--- config.mk ---
export PLATFORM = sky130hd
export DESIGN_NAME = rr_arb_mux
export DESIGN_NICKNAME = d
export VERILOG_FILES = /design/src/rtl/rr_arb_mux_pkg.sv /design/src/rtl/muxn.sv /design/src/rtl/rr_grant.sv /design/src/rtl/rr_arb_mux.sv
export SDC_FILE = /design/constraint.sdc
export NUM_CORES = 1
export LEC_CHECK = 0
export ABC_AREA = 1
export CORE_MARGIN = 3
export CORE_UTILIZATION = 44
export DETAILED_ROUTE_END_ITERATION = 10
export PLACE_DENSITY_LB_ADDON = 0.25
export SYNTH_ARGS = -nofsm -noshare
export SYNTH_HDL_FRONTEND = slang
export SYNTH_SLANG_ARGS = --single-unit
--- constraint.sdc ---
create_clock -name Clock -period 5.5 [get_ports Clock]
set_input_delay 1.1 -clock Clock [delete_from_list [all_inputs] [get_ports Clock]]
set_output_delay 1.1 -clock Clock [all_outputs]
set_load 0.05 [all_outputs]
--- src/rtl/rr_arb_mux_pkg.sv ---
// Shared definitions for the round-robin arbitrating mux: arbitration state
// encoding and the select-width helper.
package rr_arb_mux_pkg;

  localparam logic [0:0] ARB  = 1'b0;
  localparam logic [0:0] LOCK = 1'b1;

  // Bits needed to index n channels; never less than 1 so selects stay legal.
  function automatic int unsigned clog2(input int unsigned n);
    int unsigned r;
    r = 1;
    for (int unsigned i = 1; i < 32; i++) begin
      if ((32'd1 << i) < n) begin
        r = i + 1;
      end
    end
    return r;
  endfunction

endpackage

--- src/rtl/muxn.sv ---
// Shift-based N:1 data selector over a concatenated input bus; channel i
// occupies bits [i*Width +: Width].
module Muxn #(
  parameter int unsigned Width  = 32,
  parameter int unsigned Inputs = 4,
  parameter int unsigned SelW   = 2
) (
  input  logic [Inputs*Width-1:0] data_in,
  input  logic [SelW-1:0]         sel,
  output logic [Width-1:0]        data_out
);

  assign data_out = Width'(data_in >> (sel * Width));

endmodule

--- src/rtl/rr_grant.sv ---
// Round-robin grant: searches upward from ptr+1 (mod N) and returns the first
// requesting channel as a one-hot grant plus its index.
module rr_grant #(
  parameter int unsigned N    = 4,
  parameter int unsigned SelW = 2
) (
  input  logic [N-1:0]    req,
  input  logic [SelW-1:0] ptr,
  output logic [N-1:0]    grant,
  output logic [SelW-1:0] idx,
  output logic            any
);

  int unsigned c;

  always_comb begin
    grant = '0;
    idx   = '0;
    any   = 1'b0;
    c     = 0;
    for (int unsigned k = 1; k <= N; k++) begin
      c = (32'(ptr) + k) % N;
      if (!any && req[c]) begin
        any      = 1'b1;
        grant[c] = 1'b1;
        idx      = SelW'(c);
      end
    end
  end

endmodule

--- src/rtl/rr_arb_mux.sv ---
// Round-robin arbitrating mux with a single registered output stage and
// optional packet locking that holds a grant until the channel's last beat.
module rr_arb_mux
  import rr_arb_mux_pkg::*;
#(
  parameter int unsigned WidthOfInputs  = 32,
  parameter int unsigned NumberOfInputs = 4,
  parameter bit          PacketLock     = 1'b0
) (
  input  logic                                    Clock,
  input  logic                                    Reset_n,
  input  logic [NumberOfInputs*WidthOfInputs-1:0] ConcatanatedInputs,
  input  logic [NumberOfInputs-1:0]               In_Valid,
  input  logic [NumberOfInputs-1:0]               In_Last,
  output logic [NumberOfInputs-1:0]               In_Ready,
  output logic [WidthOfInputs-1:0]                Out,
  output logic                                    Out_Valid,
  output logic                                    Out_Last,
  output logic [clog2(NumberOfInputs)-1:0]        Out_Select,
  input  logic                                    Out_Ready
);

  localparam int unsigned N    = NumberOfInputs;
  localparam int unsigned W    = WidthOfInputs;
  localparam int unsigned SelW = clog2(NumberOfInputs);

  logic            out_valid_q;
  logic [W-1:0]    out_q;
  logic            out_last_q;
  logic [SelW-1:0] out_sel_q;
  logic [SelW-1:0] last_grant_q;
  logic [0:0]      state_q, state_d;

  logic            open;
  logic [N-1:0]    lock_mask;
  logic [N-1:0]    req;
  logic [N-1:0]    grant;
  logic [SelW-1:0] grant_idx;
  logic            grant_any;
  logic            xfer_in;
  logic            grant_last;
  logic [W-1:0]    mux_data;

  assign open = !out_valid_q || Out_Ready;

  // While locked, last_grant_q is the locked channel; everyone else is masked.
  always_comb begin
    lock_mask = '0;
    for (int unsigned i = 0; i < N; i++) begin
      lock_mask[i] = (state_q == ARB) || (last_grant_q == SelW'(i));
    end
  end

  assign req = In_Valid & lock_mask;

  rr_grant #(
    .N    (N),
    .SelW (SelW)
  ) u_grant (
    .req   (req),
    .ptr   (last_grant_q),
    .grant (grant),
    .idx   (grant_idx),
    .any   (grant_any)
  );

  Muxn #(
    .Width  (W),
    .Inputs (N),
    .SelW   (SelW)
  ) u_mux (
    .data_in  (ConcatanatedInputs),
    .sel      (grant_idx),
    .data_out (mux_data)
  );

  assign In_Ready   = (open && Reset_n) ? grant : '0;
  assign xfer_in    = open && Reset_n && grant_any;
  assign grant_last = In_Last[grant_idx];

  always_comb begin
    state_d = state_q;
    if (PacketLock && xfer_in) begin
      case (state_q)
        ARB:     if (!grant_last) state_d = LOCK;
        LOCK:    if (grant_last) state_d = ARB;
        default: state_d = ARB;
      endcase
    end
  end

  always_ff @(posedge Clock or negedge Reset_n) begin
    if (!Reset_n) begin
      out_valid_q  <= 1'b0;
      out_q        <= '0;
      out_last_q   <= 1'b0;
      out_sel_q    <= '0;
      last_grant_q <= SelW'(N - 1);
      state_q      <= ARB;
    end else begin
      state_q <= state_d;
      if (xfer_in) begin
        out_valid_q  <= 1'b1;
        out_q        <= mux_data;
        out_last_q   <= grant_last;
        out_sel_q    <= grant_idx;
        last_grant_q <= grant_idx;
      end else if (Out_Ready) begin
        out_valid_q <= 1'b0;
      end
    end
  end

  assign Out        = out_q;
  assign Out_Valid  = out_valid_q;
  assign Out_Last   = out_last_q;
  assign Out_Select = out_sel_q;

endmodule

# Word-level counts from Yosys, hierarchy flattened
# Index checks and enable logic that the tools add are counted.
# W data, S select, Z words.
totals:
  register_bits: 38
  out_inout_bits: 40
  elab_cells: 70
op_classes:
  n_lt_le_gt_ge: 9
  n_mux: 33
  n_reduce_logical: 15
  add_sub_neg: 4
  shift: 1
  n_bitwise: 3
op_table:
  columns: ["operator", "n"]
  rows:
  - ["$shr A128 B7 Y32", 1]
  - ["$mux W4", 5]
  - ["$lt A2 B3 Y1 const B", 5]
  - ["$mux W1", 15]
  - ["$or A4 B4 Y4", 3]
  - ["$bmux W1 S2", 5]
  - ["$logic_and A1 B1 Y1", 9]
  - ["$demux W1 S2", 4]
  - ["$ge A2 B1 Y1 const B", 4]
  - ["$mux W2", 4]
  - ["$add A2 B1 Y2 const B", 2]
  - ["$add A2 B2 Y2 const B", 2]
  - ["$logic_not A1 Y1", 4]
  - ["$reduce_bool A2 Y1", 1]
  - ["$logic_or A1 B1 Y1", 1]

# Depth between registers and ports, before layout
# Gate-level depths: netlist of the first run.
depth:
  ltp_word: 15
  mapped_depth: 16

# Modules after synthesis
# A second synthesis of the first run with hierarchy kept.
hier_totals:
  cells_unflattened: 636
  hier_area_um2: 3646.0
by_module_without_submodules:
  columns: ["module", "instances", "seq_area_each_um2", "cells_each", "area_each_um2"]
  rows:
  - ["Muxn", 1, 0.0, 374, 1562.7]
  - ["rr_arb_mux", 1, 953.4, 181, 1547.7]
  - ["rr_grant", 1, 0.0, 81, 535.5]

# Worst setup path before layout of the first run
# No wires, ideal clock.
synth_path:
  path_kind: "input to output"
  startpoint: "input port In_Valid[0]"
  endpoint: "output port In_Ready[3]"
  path_stages: 9
  arrival_time_ps: 2256
  slack_ps: 2144
  path_buffers: 0
  cell_sequence: "nand2_1 > nand2_1 > nand2_2 > nand2_4 > nor2_8 > nand4_1 > o221ai_1 > nand2_1 > inv_1"
synth_via:
  elab_chain_cells: 13
  word_cells_on_any_way: 25
  cone_classes: "mux: 16; bitwise: 3; reduce/logical: 6"
synth_lines:
  columns: ["element", "line", "text"]
  rows:
  - ["start: declaration", "rr_arb_mux.sv:13", "input logic [NumberOfInputs-1:0] In_Valid,"]
  - ["$bmux W1 S2", "rr_grant.sv:23", "if (!any && req[c]) begin"]
  - ["$mux W1 (implied by the code)", "rr_grant.sv:23", null]
  - ["$mux W1", "rr_grant.sv:23", null]
  - ["$logic_not A1 Y1", "rr_grant.sv:23", null]
  - ["$logic_and A1 B1 Y1", "rr_grant.sv:23", null]
  - ["$mux W1", "rr_grant.sv:23", null]
  - ["$logic_not A1 Y1", "rr_grant.sv:23", null]
  - ["$logic_and A1 B1 Y1", "rr_grant.sv:23", null]
  - ["$mux W1", "rr_grant.sv:23", null]
  - ["$logic_not A1 Y1", "rr_grant.sv:23", null]
  - ["$logic_and A1 B1 Y1", "rr_grant.sv:23", null]
  - ["$mux W4 (*)", "rr_grant.sv:23", null]
  - ["$mux W4 (*)", "rr_arb_mux.sv:77", "assign In_Ready = (open && Reset_n) ? grant : '0;"]
  - ["end: declaration", "rr_arb_mux.sv:15", "output logic [NumberOfInputs-1:0] In_Ready,"]
# Mark *: on every way between the ends. The rest lies on a longest branch, timed or not. The select of a mux whose other input is x is not followed.

# Worst setup path after layout of the first run
layout_path:
  startpoint: "input port In_Valid[1]"
  endpoint: "output port In_Ready[3]"
# Same word-level chain as after synthesis.

==> results of run 1 <==
-- flip-flops by register name (all words and copies together), names as in the netlist --
| register | count |
|---|---|
| Out | 32 |
| Out_Last | 1 |
| Out_Valid | 1 |
| last_grant_q | 2 |
| Out_Select | 2 |
-- final cells by class --
cell class | count | area share [%]
multi-input combinational | 386 | 36.6
sequential | 38 | 17.7
inverter | 121 | 8.47
clock inverter | 1 | 0.0928
timing repair buffer | 180 | 33.2
clock buffer | 7 | 1.60
tap | 102 | 2.37
-- metal layers --
metal	wire length [µm]	vias up	GRT usage (%)
met5	0	-	0
met3	630	14	4.77
li1	-	2089	-
met2	5860	134	42.4
met4	203	0	7.35
met1	4550	1891	30.3
-- worst max-delay path, delay by kind of cell --
| family | cells | cell delay, ns |
|---|---|---|
| AOI/OAI and AO/OA | 1 | 0.21 |
| buffers and inverters | 3 | 1.30 |
| and+or+nand+nor | 7 | 0.82 |
-- path summary, 6_finish.rpt --
path,from,end,depth (start not counted)
max in group asynchronous,Reset_n,last_grant_q[1]$_DFFE_PN1P_,2
setup / recovery,In_Valid[1],In_Ready[3],11
min in group asynchronous,Reset_n,Out[29]$_DFFE_PN0P_,2
hold / removal,Out[31]$_DFFE_PN0P_,Out[31]$_DFFE_PN0P_,2
setup reg to reg,last_grant_q[1]$_DFFE_PN1P_,Out[24]$_DFFE_PN0P_,15
hold reg to reg,Out[31]$_DFFE_PN0P_,Out[31]$_DFFE_PN0P_,2
-- Yosys cell counts --
| cell | count |
|---|---|
| sky130_fd_sc_hd__clkbuf_1 | 12 |
| sky130_fd_sc_hd__nand3_4 | 2 |
| sky130_fd_sc_hd__ha_1 | 8 |
| sky130_fd_sc_hd__nand3_2 | 2 |
| sky130_fd_sc_hd__nand2_4 | 1 |
| sky130_fd_sc_hd__o21a_1 | 1 |
| sky130_fd_sc_hd__inv_4 | 1 |
| sky130_fd_sc_hd__nor2_4 | 2 |
| sky130_fd_sc_hd__a21oi_1 | 2 |
| sky130_fd_sc_hd__or2_1 | 10 |
| sky130_fd_sc_hd__nor2_8 | 1 |
| sky130_fd_sc_hd__buf_6 | 3 |
| sky130_fd_sc_hd__dfrtp_1 | 36 |
| sky130_fd_sc_hd__nand2_1 | 178 |
| sky130_fd_sc_hd__a31oi_1 | 1 |
| sky130_fd_sc_hd__buf_2 | 9 |
| sky130_fd_sc_hd__inv_1 | 118 |
| sky130_fd_sc_hd__inv_2 | 2 |
| sky130_fd_sc_hd__nor2_1 | 3 |
| sky130_fd_sc_hd__o21ai_0 | 7 |
| sky130_fd_sc_hd__nor2_2 | 1 |
| sky130_fd_sc_hd__a21oi_4 | 1 |
| sky130_fd_sc_hd__a22oi_1 | 3 |
| sky130_fd_sc_hd__a21boi_0 | 1 |
| sky130_fd_sc_hd__nand4_1 | 36 |
| sky130_fd_sc_hd__o21ai_4 | 1 |
| sky130_fd_sc_hd__or2_2 | 22 |
| sky130_fd_sc_hd__nand3_1 | 90 |
| sky130_fd_sc_hd__dfstp_2 | 2 |
| sky130_fd_sc_hd__o21ai_1 | 2 |
| sky130_fd_sc_hd__nand2_2 | 10 |
| sky130_fd_sc_hd__buf_4 | 5 |
| sky130_fd_sc_hd__o221ai_1 | 1 |
-- per-stage QoR --
stage          hold slack [ns]  cells  instance area (µm²)  setup WS [ns]  util [%]
2_1_floorplan            0.657    574                 3540           2.14         -
6_report                 0.483    835                 5390          0.955      69.4
4_1_cts                  0.483    835                 5390          0.935      69.4
5_1_grt                  0.498    835                 5390          0.758      69.4
3_3_place_gp             0.466    827                 5300           1.03      68.3
3_5_place_dp             0.465    827                 5300          0.945      68.3
-- power groups by stage --
stage	sequential (W)	clock (W)	combinational, W
final	0.000535	0.000199	0.00324
after global routing	0.000553	0.000219	0.00359
after CTS	0.000535	0.000205	0.00324
after detailed placement	0.000537	0	0.00323
after global placement	0.000535	0	0.00314
after floorplan	0.000965	0	0.00206
-- kinds of logic (layout without fill, tap and decap cells) --
kind of cell / count (synthesis) / count (layout) / share of synthesized area (%)
AOI/OAI and AO/OA: 20 / 20 / 3.95
adders and majority gates: 8 / 8 / 2.82
buffers and inverters: 150 / 309 / 17.4
DFF: 38 / 38 / 26.9
and+or+nand+nor: 358 / 358 / 48.9
-- layout by cell type (no fill, tap or decap), types with 2 or more instances in the layout --
cell                              instances
sky130_fd_sc_hd__inv_1                  118
sky130_fd_sc_hd__o21ai_1                  2
sky130_fd_sc_hd__or2_1                   10
sky130_fd_sc_hd__buf_4                    2
sky130_fd_sc_hd__clkdlybuf4s50_1        177
sky130_fd_sc_hd__nand3_4                  2
sky130_fd_sc_hd__dfrtp_1                 36
sky130_fd_sc_hd__or2_2                   22
sky130_fd_sc_hd__nand4_1                 36
sky130_fd_sc_hd__inv_2                    2
sky130_fd_sc_hd__dfstp_2                  2
sky130_fd_sc_hd__o21ai_0                  7
sky130_fd_sc_hd__ha_1                     8
sky130_fd_sc_hd__nand2_1                178
sky130_fd_sc_hd__nor2_1                   3
sky130_fd_sc_hd__nand2_2                 10
sky130_fd_sc_hd__clkbuf_8                 6
sky130_fd_sc_hd__nor2_4                   2
sky130_fd_sc_hd__a21oi_1                  2
sky130_fd_sc_hd__nand3_2                  2
sky130_fd_sc_hd__a22oi_1                  3
sky130_fd_sc_hd__nand3_1                 90
==> tab_implementation.tex, run 1 <==
\begin{tabular}{lr}
\hline
Metric & Value \\
\hline
\multicolumn{2}{l}{\textbf{Status}} \\
Outcome & complete, no violations \\
\multicolumn{2}{l}{\textbf{Routing}} \\
Routed vias & 4128 \\
Post-DR vias/cell & 4.94 \\
Residual antenna-violating net count after detailed routing & 0 \\
Iter 0 DRT Violations & 225 \\
Drt wl/cell & 13.5 µm \\
Detailed-route DRC error count & 0 \\
Drt total wl & roughly 11000 µm \\
First drt pass iteration count & 4 \\
\multicolumn{2}{l}{\textbf{Die}} \\
Starting utilization of the core area & a little under half \\
Area inside the core boundary & $\sim$7800 µm² \\
Top-Level Pins & 179 \\
Cell Rows & 32 \\
Chip height & between 90 and 100 µm \\
Die Footprint & 9170 µm² \\
Width of the die & 95.8 µm \\
\multicolumn{2}{l}{\textbf{GRT}} \\
Total GRT Usage & between 20\% and 30\% \\
Pin count of the biggest net entering global routing & 75 \\
Number of global-route vias before repair & between 3000 and 4000 \\
Wire length of the first global-routing pass & around 18000 µm \\
GR Overflow Total & 0 \\
Antenna violations before repair & 0 \\
\multicolumn{2}{l}{\textbf{Yosys}} \\
Seq cells post-synth & 38 \\
Netlist area before placement & 3540 µm² \\
YS warnings & 0 \\
Most area-consuming cells after synthesis & sky130\_fd\_sc\_hd\_\_dfrtp\_1, sky130\_fd\_sc\_hd\_\_nand2\_1, sky130\_fd\_sc\_hd\_\_nand3\_1, sky130\_fd\_sc\_hd\_\_inv\_1, sky130\_fd\_sc\_hd\_\_nand4\_1 \\
Average cell area after synthesis & roughly 6 µm² \\
Share of the synthesized area in the top cell type & 25.4\% \\
Number of distinct standard cells referenced by the synthesized netlist & 33 \\
Largest area contributor in the synthesized netlist & sky130\_fd\_sc\_hd\_\_dfrtp\_1 \\
Count of mapped cells out of synthesis & 574 \\
Number of nets in the synthesized netlist & 721 \\
Fraction of the yosys area taken by sequential cells & 26.9\% \\
\multicolumn{2}{l}{\textbf{Power and ir drop}} \\
Cell internal power dissipation & 0.00161 W \\
Worst vdd ir & 0.453 mV \\
Post-route total power & around 0.004 W \\
Standby leakage power & 2.82 nW \\
Clk pwr share & 5.0\% \\
Sequential Power Share & a little over an eighth \\
Sw power & $\sim$0.0024 W \\
Combinational share of power & 81.5\% \\
Power per cell area & 736 nW/µm² \\
Switching part of the total power & about three fifths \\
\multicolumn{2}{l}{\textbf{Clock tree}} \\
Post-CTS Repair Setup Buffers & 0 \\
Clock tree from TritonCTS & built \\
CTS clk-pin slew, worst paths & 0.07 ns \\
Depth of the CTS H-tree & 2 \\
Max Buffers Root-to-Sink & 2 \\
Clock tree root buffer cell & sky130\_fd\_sc\_hd\_\_clkbuf\_8 \\
Cts bufs inserted & 5 \\
Number of sinks on the clock net & 38 \\
Resize count post-CTS & 0 \\
Worst-Skew Late Latency & 0.29 ns \\
CTS Hold Bufs & 0 \\
\multicolumn{2}{l}{\textbf{Layout}} \\
Relative area change from synthesis to final layout & 52.2\% \\
Final-layout fill cell count & 682 \\
Fraction of layout cells with a size suffix above 1 & 7.91\% \\
Layout net count & a little under 900 \\
Multi-input logic area & 1970 µm² \\
Antenna Cells & 0 \\
Area used by sequential logic in the layout & 953 µm² \\
\multicolumn{2}{l}{\textbf{Timing}} \\
Hold violation total from the final report & 0 \\
Unrepaired setup endpoints after global routing & false \\
Crit path time final & 4.54 ns \\
Max-slew headroom & 45.7\% \\
Accumulated negative setup slack & 0 ns \\
Maximum achievable frequency & 220 MHz \\
Post-route clock period utilization & between 80\% and 90\% \\
Slew @ Worst Pin & a little over 0.8 ns \\
Final Skew & 0.00684 ns \\
Number of pins with negative max-slew slack in the final report & 0 \\
Final setup violation count & 0 \\
\multicolumn{2}{l}{\textbf{Placement}} \\
Half-perimeter wire length of the detailed placement result & around 8600 µm \\
Placer's final routability congestion estimate & just under 0.9 \\
Port Buffers & 178 \\
\multicolumn{2}{l}{\textbf{Critical path}} \\
Kind of critical path & primary input to output pin \\
Worst path arrival time & 3.44 ns \\
Crit path largest cell delay & 0.79 ns \\
Endpoint class of the critical path & output pin \\
Setup slack of the worst register-to-register path & about 1.6 ns \\
Top fanout value on the critical path & 7 \\
Data required time at the worst endpoint & 4.40 ns \\
Cell type of the slowest stage on the worst timing path & sky130\_fd\_sc\_hd\_\_clkdlybuf4s50\_1 \\
Setup crit start kind & primary input \\
Worst path cell trace & clkdlybuf4s50\_1 -> nand2\_2 -> nand2\_1 -> nand2\_2 -> nand2\_4 -> nor2\_8 -> nand4\_1 -> o221ai\_1 -> nand2\_1 -> inv\_1 -> clkdlybuf4s50\_1 \\
\multicolumn{2}{l}{\textbf{Run}} \\
\# Max-Cap Violations & 0 \\
\multicolumn{2}{l}{\textbf{Hold path}} \\
Class of the most critical hold timing path & flop to flop \\
\hline
\end{tabular}
Note: power is estimated with default switching activity, not from simulation.
==> inputs of run 2 (changes only) <==
- CORE_UTILIZATION: 44 -> 37
- clock period: 5.5 -> 3.9 ns (I/O delays scaled with it)
==> run 2 against run 1 <==
Register-to-register slack lost 0.76 ns. Sequential share of layout area shrank 0.25 points. Hold slack is essentially flat. Total power grew 42%. Wire length grew 0.58%. First-iteration DRC count shrank 12%. Die area grew 18%. Cell count grew 3.7%. Critical path type is now flop to output pin. Largest cell class unchanged. Highest routed layer unchanged.
==> tab_implementation.tex, run 2 (synthesis gave the netlist of run 1 again) <==
\begin{tabular}{lr}
\hline
Metric & Value \\
\hline
\multicolumn{2}{l}{\textbf{Die}} \\
Area inside the core boundary & roughly 9300 µm² \\
Chip height & between 100 and 150 µm \\
Starting utilization of the core area & roughly two fifths \\
Cell Rows & 35 \\
Die Footprint & around 11000 µm² \\
Width of the die & roughly 100 µm \\
Top-Level Pins & around 180 \\
\multicolumn{2}{l}{\textbf{Critical path}} \\
Top fanout value on the critical path & 9 \\
Setup slack of the worst register-to-register path & 0.83 ns \\
Cell type of the slowest stage on the worst timing path & sky130\_fd\_sc\_hd\_\_dfstp\_2 \\
Kind of critical path & flop to output pin \\
Worst path cell trace & inv\_1 -> ha\_1 -> inv\_1 -> nand2\_2 -> nand2\_4 -> nor2\_1 -> nand2\_1 -> o21ai\_0 -> a31oi\_1 -> o21ai\_0 -> nand2\_1 -> inv\_1 -> buf\_4 \\
Category of cells accounting for the largest share of critical-path delay & simple AND/OR/NAND/NOR gates \\
Worst path arrival time & 2.70 ns \\
Cell repeated most along the worst path & sky130\_fd\_sc\_hd\_\_inv\_1 \\
Endpoint class of the critical path & output pin \\
Number of buffers and inverters on the critical path & 4 \\
Crit path largest cell delay & approximately 0.62 ns \\
Setup crit start kind & flop \\
Data required time at the worst endpoint & 3.12 ns \\
\multicolumn{2}{l}{\textbf{Layout}} \\
Post-route design area & about 5500 µm² \\
Fraction of layout cells with a size suffix above 1 & 8.96\% \\
Multi-input logic area & 1970 µm² \\
Final-layout fill cell count & 916 \\
Relative area change from synthesis to final layout & 54.4\% \\
Most frequent cells in the layout & sky130\_fd\_sc\_hd\_\_nand2\_1, sky130\_fd\_sc\_hd\_\_clkdlybuf4s50\_1, sky130\_fd\_sc\_hd\_\_inv\_1, sky130\_fd\_sc\_hd\_\_nand3\_1 \\
Most frequent standard cell in the layout excluding fill and tap cells & sky130\_fd\_sc\_hd\_\_nand2\_1 \\
Flip-flop count of the largest register, all copies and words added & 32 \\
Layout net count & 883 \\
Antenna Cells & 0 \\
Area used by sequential logic in the layout & 953 µm² \\
Core occupancy in the finished layout & 58.9\% \\
\multicolumn{2}{l}{\textbf{Routing}} \\
Post-DR vias/cell & 4.76 \\
Residual antenna-violating net count after detailed routing & 0 \\
Detailed-route DRC error count & 0 \\
Drt wl/cell & 13.1 µm \\
Iter 0 DRT Violations & 199 \\
Drt total wl & 11300 µm \\
First drt pass iteration count & 5 \\
Routed vias & 4119 \\
\multicolumn{2}{l}{\textbf{Timing}} \\
Post-route clock period utilization & between 80 and 90\% \\
Number of pins with negative max-slew slack in the final report & 0 \\
Hold violation total from the final report & 0 \\
Final setup violation count & 0 \\
Maximum achievable frequency & between 200 and 300 MHz \\
Max-slew headroom & 62.1\% \\
Final Skew & 0.00756 ns \\
Accumulated negative setup slack & 0 ns \\
Smallest hold slack & roughly 0.48 ns \\
Slew @ Worst Pin & 0.567 ns \\
Unrepaired setup endpoints after global routing & false \\
Setup slack after layout & $\sim$0.42 ns \\
Crit path time final & 3.48 ns \\
\multicolumn{2}{l}{\textbf{Power and ir drop}} \\
Worst vdd ir & 0.819 mV \\
Power per cell area & 1030 nW/µm² \\
Standby leakage power & 2.85 nW \\
\multicolumn{2}{l}{\textbf{GRT}} \\
Antenna violations before repair & 0 \\
GR Overflow Total & 0 \\
Total GRT Usage & about a fifth \\
Number of global-route vias before repair & 3934 \\
Wire length of the first global-routing pass & 18500 µm \\
Pin count of the biggest net entering global routing & slightly below 60 \\
\multicolumn{2}{l}{\textbf{Clock tree}} \\
CTS clk-pin slew, worst paths & 0.07 ns \\
Max Buffers Root-to-Sink & 2 \\
Clock tree from TritonCTS & built \\
Worst-Skew Late Latency & 0.28 ns \\
Clock tree root buffer cell & sky130\_fd\_sc\_hd\_\_clkbuf\_8 \\
Resize count post-CTS & 0 \\
Post-CTS Repair Setup Buffers & 0 \\
Cts bufs inserted & 5 \\
Number of sinks on the clock net & 38 \\
CTS Hold Bufs & 0 \\
Depth of the CTS H-tree & 2 \\
\multicolumn{2}{l}{\textbf{Hold path}} \\
Class of the most critical hold timing path & flop to flop \\
\multicolumn{2}{l}{\textbf{Placement}} \\
Pre-CTS setup slack & 0.653 ns \\
Placer's final routability congestion estimate & 1.03 \\
Post-DP Area & $\sim$5400 µm² \\
Half-perimeter wire length of the detailed placement result & 8800 µm \\
Port Buffers & 178 \\
\multicolumn{2}{l}{\textbf{Run}} \\
\# Max-Cap Violations & 0 \\
\multicolumn{2}{l}{\textbf{Status}} \\
Outcome & complete, no violations \\
\hline
\end{tabular}
run 2: cell count changes in the layout (fill, tap and decap cells not counted), sizes merged:
cell / change
clkdlybuf4s50: -4
buf: +8
run 2: power breakdown:
group | switching, W | internal [W] | total (W)
Combinational | 0.00303 | 0.00158 | 0.00461
Sequential | 0.000138 | 0.000617 | 0.000754
Clock | 0.000139 | 0.000143 | 0.000282
run 2: layout make-up:
type,instances,area share [%]
Clock inverter,1,0.0914
Timing Repair Buffer,184,33.6
Inverter,121,8.34
Tap cell,129,2.95
Clock buffer,7,1.58
Sequential cell,38,17.4
Multi-Input combinational cell,386,36.1
run 2: per-layer routing:
layer,GRT usage [%],up-vias,share of wire [%]
met4,4.46,0,1.2
met2,37.6,132,51
li1,-,2094,-
met1,24.5,1881,41
met3,4.10,12,6.2
met5,0,-,0
run 2: worst paths after layout:
| path | start | cells past startpoint | end |
|---|---|---|---|
| min in group asynchronous | Reset_n | 2 | Out[26]$_DFFE_PN0P_ |
| max in group asynchronous | Reset_n | 2 | last_grant_q[1]$_DFFE_PN1P_ |
| worst min-delay path | Out[10]$_DFFE_PN0P_ | 2 | Out[10]$_DFFE_PN0P_ |
| worst max register to register | last_grant_q[1]$_DFFE_PN1P_ | 13 | Out[22]$_DFFE_PN0P_ |
| worst min register to register | Out[10]$_DFFE_PN0P_ | 2 | Out[10]$_DFFE_PN0P_ |
| worst max-delay path | last_grant_q[1]$_DFFE_PN1P_ | 13 | In_Ready[2] |
run 2: worst min-delay path, stage by stage, from the launching register on:
cell,delay (ns)
sky130_fd_sc_hd__dfrtp_1,0.35
sky130_fd_sc_hd__nand2_1,0.05
sky130_fd_sc_hd__nand2_1,0.05
run 2: per-stage QoR:
step / cells / total power (W)
final: 866 / 0.00565
after global routing: 866 / 0.00616
after CTS: 866 / 0.00567
after detailed placement: 858 / 0.00537
after global placement: 858 / 0.00528
after floorplan: 574 / 0.00426
==> inputs of run 3 (changes only) <==
- SLEW_MARGIN: unset -> 20
==> results of run 3 <==
The final DEF is identical to that of run 2; final timing and power are the same.
